==> src/rtl/display_scan_ctrl.sv <==
// ---------------------------------------------------------------------------
// display_scan_ctrl
//   Time-multiplexed scan controller for a 4-digit status display.
//   Steps a 2-bit digit select through slots 0..3 and drives the matching
//   anode, blanking every anode for the first BLANK_CYCLES cycles of each
//   slot to suppress ghosting. The four digit codes are copied into a
//   frame-stable register set only when a new frame starts, so one frame
//   never mixes old and new values.
//
// Ports
//   clk_i         system clock
//   rst_ni        asynchronous active-low reset
//   enable_i      1 = scan, 0 = display off (counters cleared, data kept)
//   dig0_i..3_i   live 5-bit digit codes
//   control_o     current slot index, select for the downstream mux
//   mux_in0_o..3  latched frame copy of dig0_i..dig3_i
//   anode_o       one-hot digit enable, polarity set by ANODE_ACTIVE_LOW
//   frame_tick_o  one-cycle pulse on the edge a fresh frame is latched
// ---------------------------------------------------------------------------
module display_scan_ctrl #(
    parameter int REFRESH_DIV      = 100000,
    parameter int BLANK_CYCLES     = 1000,
    parameter bit ANODE_ACTIVE_LOW = 1'b1
) (
    input  logic       clk_i,
    input  logic       rst_ni,
    input  logic       enable_i,
    input  logic [4:0] dig0_i,
    input  logic [4:0] dig1_i,
    input  logic [4:0] dig2_i,
    input  logic [4:0] dig3_i,
    output logic [1:0] control_o,
    output logic [4:0] mux_in0_o,
    output logic [4:0] mux_in1_o,
    output logic [4:0] mux_in2_o,
    output logic [4:0] mux_in3_o,
    output logic [3:0] anode_o,
    output logic       frame_tick_o
);

    localparam int CNT_W = (REFRESH_DIV > 1) ? $clog2(REFRESH_DIV) : 1;
    localparam logic [CNT_W-1:0] CNT_LAST   = CNT_W'(REFRESH_DIV - 1);
    // Only consulted while in BLANK, which is unreachable when BLANK_CYCLES==0.
    localparam logic [CNT_W-1:0] BLANK_LAST = CNT_W'(BLANK_CYCLES - 1);
    localparam logic [3:0] ANODE_OFF = ANODE_ACTIVE_LOW ? 4'b1111 : 4'b0000;

    typedef enum logic [1:0] {
        IDLE  = 2'd0,
        BLANK = 2'd1,
        DRIVE = 2'd2
    } state_e;

    // Every slot opens with a blank phase unless blanking is disabled.
    localparam state_e SLOT_START = (BLANK_CYCLES == 0) ? DRIVE : BLANK;

    state_e           state_q, state_d;
    logic [CNT_W-1:0] cnt_q, cnt_d;
    logic [1:0]       control_q, control_d;
    logic [3:0]       anode_q, anode_d;
    logic             tick_q, tick_d;
    logic             latch;
    logic [4:0]       dig_w [4];
    logic [4:0]       mux_q [4];
    logic [3:0]       onehot;

    assign dig_w[0] = dig0_i;
    assign dig_w[1] = dig1_i;
    assign dig_w[2] = dig2_i;
    assign dig_w[3] = dig3_i;

    always_comb begin
        state_d   = state_q;
        cnt_d     = cnt_q;
        control_d = control_q;
        latch     = 1'b0;
        if (!enable_i) begin
            state_d   = IDLE;
            cnt_d     = '0;
            control_d = 2'd0;
        end else begin
            case (state_q)
                IDLE: begin
                    latch     = 1'b1;
                    cnt_d     = '0;
                    control_d = 2'd0;
                    state_d   = SLOT_START;
                end
                BLANK, DRIVE: begin
                    if (cnt_q == CNT_LAST) begin
                        cnt_d     = '0;
                        control_d = control_q + 2'd1;
                        state_d   = SLOT_START;
                        latch     = (control_q == 2'd3);
                    end else begin
                        cnt_d = cnt_q + 1'b1;
                        if (state_q == BLANK && cnt_q == BLANK_LAST) begin
                            state_d = DRIVE;
                        end
                    end
                end
                default: begin
                    state_d   = IDLE;
                    cnt_d     = '0;
                    control_d = 2'd0;
                end
            endcase
        end
        tick_d = latch;
        // Anode is derived from the next state so it lines up with control_o.
        onehot  = 4'b0001 << control_d;
        anode_d = ANODE_OFF;
        if (state_d == DRIVE) begin
            anode_d = ANODE_ACTIVE_LOW ? ~onehot : onehot;
        end
    end

    always_ff @(posedge clk_i or negedge rst_ni) begin
        if (!rst_ni) begin
            state_q   <= IDLE;
            cnt_q     <= '0;
            control_q <= 2'd0;
            anode_q   <= ANODE_OFF;
            tick_q    <= 1'b0;
        end else begin
            state_q   <= state_d;
            cnt_q     <= cnt_d;
            control_q <= control_d;
            anode_q   <= anode_d;
            tick_q    <= tick_d;
        end
    end

    genvar gi;
    generate
        for (gi = 0; gi < 4; gi++) begin : g_frame_reg
            always_ff @(posedge clk_i or negedge rst_ni) begin
                if (!rst_ni) begin
                    mux_q[gi] <= 5'd0;
                end else if (latch) begin
                    mux_q[gi] <= dig_w[gi];
                end
            end
        end
    endgenerate

    assign control_o    = control_q;
    assign anode_o      = anode_q;
    assign frame_tick_o = tick_q;
    assign mux_in0_o    = mux_q[0];
    assign mux_in1_o    = mux_q[1];
    assign mux_in2_o    = mux_q[2];
    assign mux_in3_o    = mux_q[3];

endmodule
==> config.mk <==
export PLATFORM = sky130hd
export DESIGN_NAME = display_scan_ctrl
export DESIGN_NICKNAME = d
export VERILOG_FILES = /design/src/rtl/display_scan_ctrl.sv
export SDC_FILE = /design/constraint.sdc
export NUM_CORES = 1
export LEC_CHECK = 0
export BUFFER_PORTS_ARGS = -buffer_cell sky130_fd_sc_hd__clkbuf_2
export CAP_MARGIN = 20
export CELL_PAD_IN_SITES_DETAIL_PLACEMENT = 1
export CELL_PAD_IN_SITES_GLOBAL_PLACEMENT = 2
export CORE_AREA = 5 5 85 87
export DETAILED_ROUTE_END_ITERATION = 8
export DIE_AREA = 0 0 90 92
export PLACE_DENSITY = 0.81
export SLEW_MARGIN = 30
export SYNTH_ARGS = -nofsm -noshare
export SYNTH_HDL_FRONTEND = slang
export SYNTH_SLANG_ARGS = --single-unit
==> constraint.sdc <==
create_clock -name clk_i -period 2.5 [get_ports clk_i]
set_input_delay 0.375 -clock clk_i [delete_from_list [all_inputs] [get_ports clk_i]]
set_output_delay 0.375 -clock clk_i [all_outputs]
set_load 0.01 [all_outputs]
==> out/results.ini <==
[final_layout]
n_antenna_cell = 0
multi_input_area_um2 = 973
area_delta_synth_final_pct = 20.5
seq_area_um2 = 1160
layout_common_cells = clkbuf_2 (49), dfrtp_1 (42), mux2_4 (19), nor2_1 (14)
drive_above_1_share = 0.368
final_common_cell = clkbuf_2
num-fill-cells = 711
layout.nets = 258
finish.cell_count_without_fillers = 308
fin_util = 0.419

[worst_setup_path]
r2r_start = cnt_q[0]$_DFF_PN0_
arrival_ns = 2.20
critPathRequiredTime_ns = 2.69
timing.rr.end = mux_in3_o[0]$_DFFE_PN0P_
path_cells = ha_1, and4_1, and4_4, a31oi_4, buf_12, mux2_2
critPathLaunch = cnt_q[0]$_DFF_PN0_
r2r_slack_ns = 0.49
crit_path_max_incr_delay_ns = 0.42
worst-path-buf-inv = 1
reg2regPathDepth = 6
cp.depth = 6
start_kind = register
slowest_stage = dfrtp_1
critPathMaxFanout = 21
critPathCapture = mux_in3_o[0]$_DFFE_PN0P_
critPathKind = register to register
cp_top_family = simple AND/OR/NAND/NOR gates
crit_path_end_kind = register

[routing]
routed_via_density = 4.90
wl_um = 4730
vias = 1509
wire_per_inst_um = 15.3
post-route-drc-count = 0
drtIter0Drc = 48
ant_nets = 0
dr.pass1.iters = 4

[die]
die_h_um = 92
fp.dieW_um = 90
die_area_um2 = 8280
ioPinCount = 50
num_rows = 29
start_util = 0.347
core_um2 = 6280

[logic_synthesis]
synth_cells = 176
synth_area_per_cell_um2 = 12.4
synth-edff-count = 0
ys_ff_latch = 46
async_flop_share = 1.00
syn_area_um2 = 2180
syn-num-nets = 204
synth-seq-area-share = 0.530
yosys_warnings = 0
ys.flop_type = dfrtp_1
yosysUniqueCellTypes = 38

[timing]
rsz0062_at_grt = false
min_period_over_period = 0.805
finalHoldViolCount = 0
skew_ns = 0.00617
setup_viol = 0
max_clock_freq_mhz = 497
tightest_slew_ns = 0.604
drv_slew = 0
min_period_ns = 2.01
setup_ws_ns = 0.488
whs_ns = 0.149
setup_tns_ns = 0
relSlewSlack = 0.596

[pwr]
ir_worst_vdd_mv = 0.329
power_leakage_nw = 1.23
cellPowerDensity_nw_per_um2 = 642

[clock_tree]
clk_pin_slew_ns = 0.09
clock_latency_ns = 0.30
cts_tree = built
clock_sinks = 46
clk_path_buf_depth = 2
cts-root-buf = clkbuf_8
cts_buffers = 5
cts_max_level = 2
hold_buffers = 0
cts_setup_buffers = 0
ctsResizeCount = 0

[placement]
post-place-ws_ns = 0.483
dpl.cell_count = 300
globalplace.congestion = 0.716
hpwl_um = 3460
port_buffers = 49

[global_route]
grt_pass1_vias = 1611
grt_max_degree = 47
globalRoute.totalOverflow = 0
grt_pass1_wl_um = 8250
met3_usage = 0.0376
grt_usage = 0.121
busiest_layer = met2
grtUsageMet2 = 0.189
antenna_found_initial = 0
met1_usage = 0.159

[job]
max_cap_violations = 0

[outcome]
status = finished clean

[worst_hold_path]
hold_class = input port to asynchronous set/reset pin

## final cells by class
| class | instances | area share |
|---|---|---|
| Sequential cell | 46 | 0.440 |
| Clock buffer | 6 | 0.0276 |
| Timing Repair Buffer | 51 | 0.104 |
| Inverter | 5 | 0.00714 |
| Clock inverter | 2 | 0.0143 |
| Multi-Input combinational cell | 121 | 0.370 |
| Tap cell | 77 | 0.0367 |
## cells by family (layout without fill, tap and decap cells)
group,Yosys count,count (layout),synth area share
AND/OR/NAND/NOR,72,72,0.184
flip-flops,46,46,0.530
multiplexers,22,22,0.145
XOR/XNOR,14,14,0.0562
buffers and inverters,9,64,0.0235
AO/OA/AOI/OAI,8,8,0.0321
adder cells (fa/ha/maj),5,5,0.0287
## report_power, final
group	switching [W]	total (W)	internal (W)	leakage, nW
Combinational	0.000130	0.000289	0.000159	0.596
Clock	0.000249	0.000547	0.000298	0.0514
Sequential	0.0000394	0.000850	0.000810	0.579
## worst register-to-register path: cells and delay by family, from the launching register on
| kind | cells | cell delay, ns |
|---|---|---|
| AO/OA/AOI/OAI | 1 | 0.18 |
| adder cells (fa/ha/maj) | 1 | 0.27 |
| buffers and inverters | 1 | 0.22 |
| flip-flops | 1 | 0.42 |
| multiplexers | 1 | 0.36 |
| AND/OR/NAND/NOR | 2 | 0.46 |
## metal layers
| metal | up-vias | routed length, um |
|---|---|---|
| li1 | 732 | - |
| met1 | 726 | 2260 |
| met2 | 44 | 2090 |
| met3 | 7 | 308 |
| met4 | 0 | 68 |
| met5 | - | 0 |
## state kept, by name, summed over array words and instances (netlist names)
| signal | cells |
|---|---|
| cnt_q | 17 |
| mux_in3_o | 5 |
| frame_tick_o | 1 |
| mux_in2_o | 5 |
| mux_in1_o | 5 |
| control_o | 2 |
| mux_in0_o | 5 |
| state_q | 2 |
| anode_o | 4 |
## synthesized netlist by cell type (all sizes together), types with 2 or more instances
master	instances	share of area
dfstp	4	0.048
inv	5	0.0086
and4	3	0.013
mux2i	2	0.0092
xor2	3	0.012
xnor2	11	0.044
nor2	14	0.024
mux2	20	0.14
nor2b	5	0.014
nand2	11	0.019
nor4	5	0.014
buf	4	0.015
ha	5	0.029
nor3	4	0.0092
nand3	7	0.016
a31oi	2	0.013
and3	5	0.015
nand4	9	0.026
and3b	2	0.0080
dfrtp	42	0.48
## worst min path at each step
stage / startpoint / cells after the start / endpoint
floorplan: rst_ni / 0 / cnt_q[0]$_DFF_PN0_
global placement: cnt_q[0]$_DFF_PN0_ / 1 / cnt_q[0]$_DFF_PN0_
detailed placement: mux_in2_o[3]$_DFFE_PN0P_ / 1 / mux_in2_o[3]$_DFFE_PN0P_
CTS: rst_ni / 2 / mux_in1_o[0]$_DFFE_PN0P_
global route: rst_ni / 2 / mux_in1_o[0]$_DFFE_PN0P_
finish: rst_ni / 2 / mux_in1_o[0]$_DFFE_PN0P_
## through the flow
step           total power [W]  instance area (um2)
3_3_place_gp           0.00115                 2520
5_1_grt                0.00178                 2630
3_5_place_dp           0.00116                 2520
2_1_floorplan          0.00103                 2180
4_1_cts                0.00172                 2630
6_report               0.00169                 2630
No activity file was read; power rests on OpenSTA's default activity.
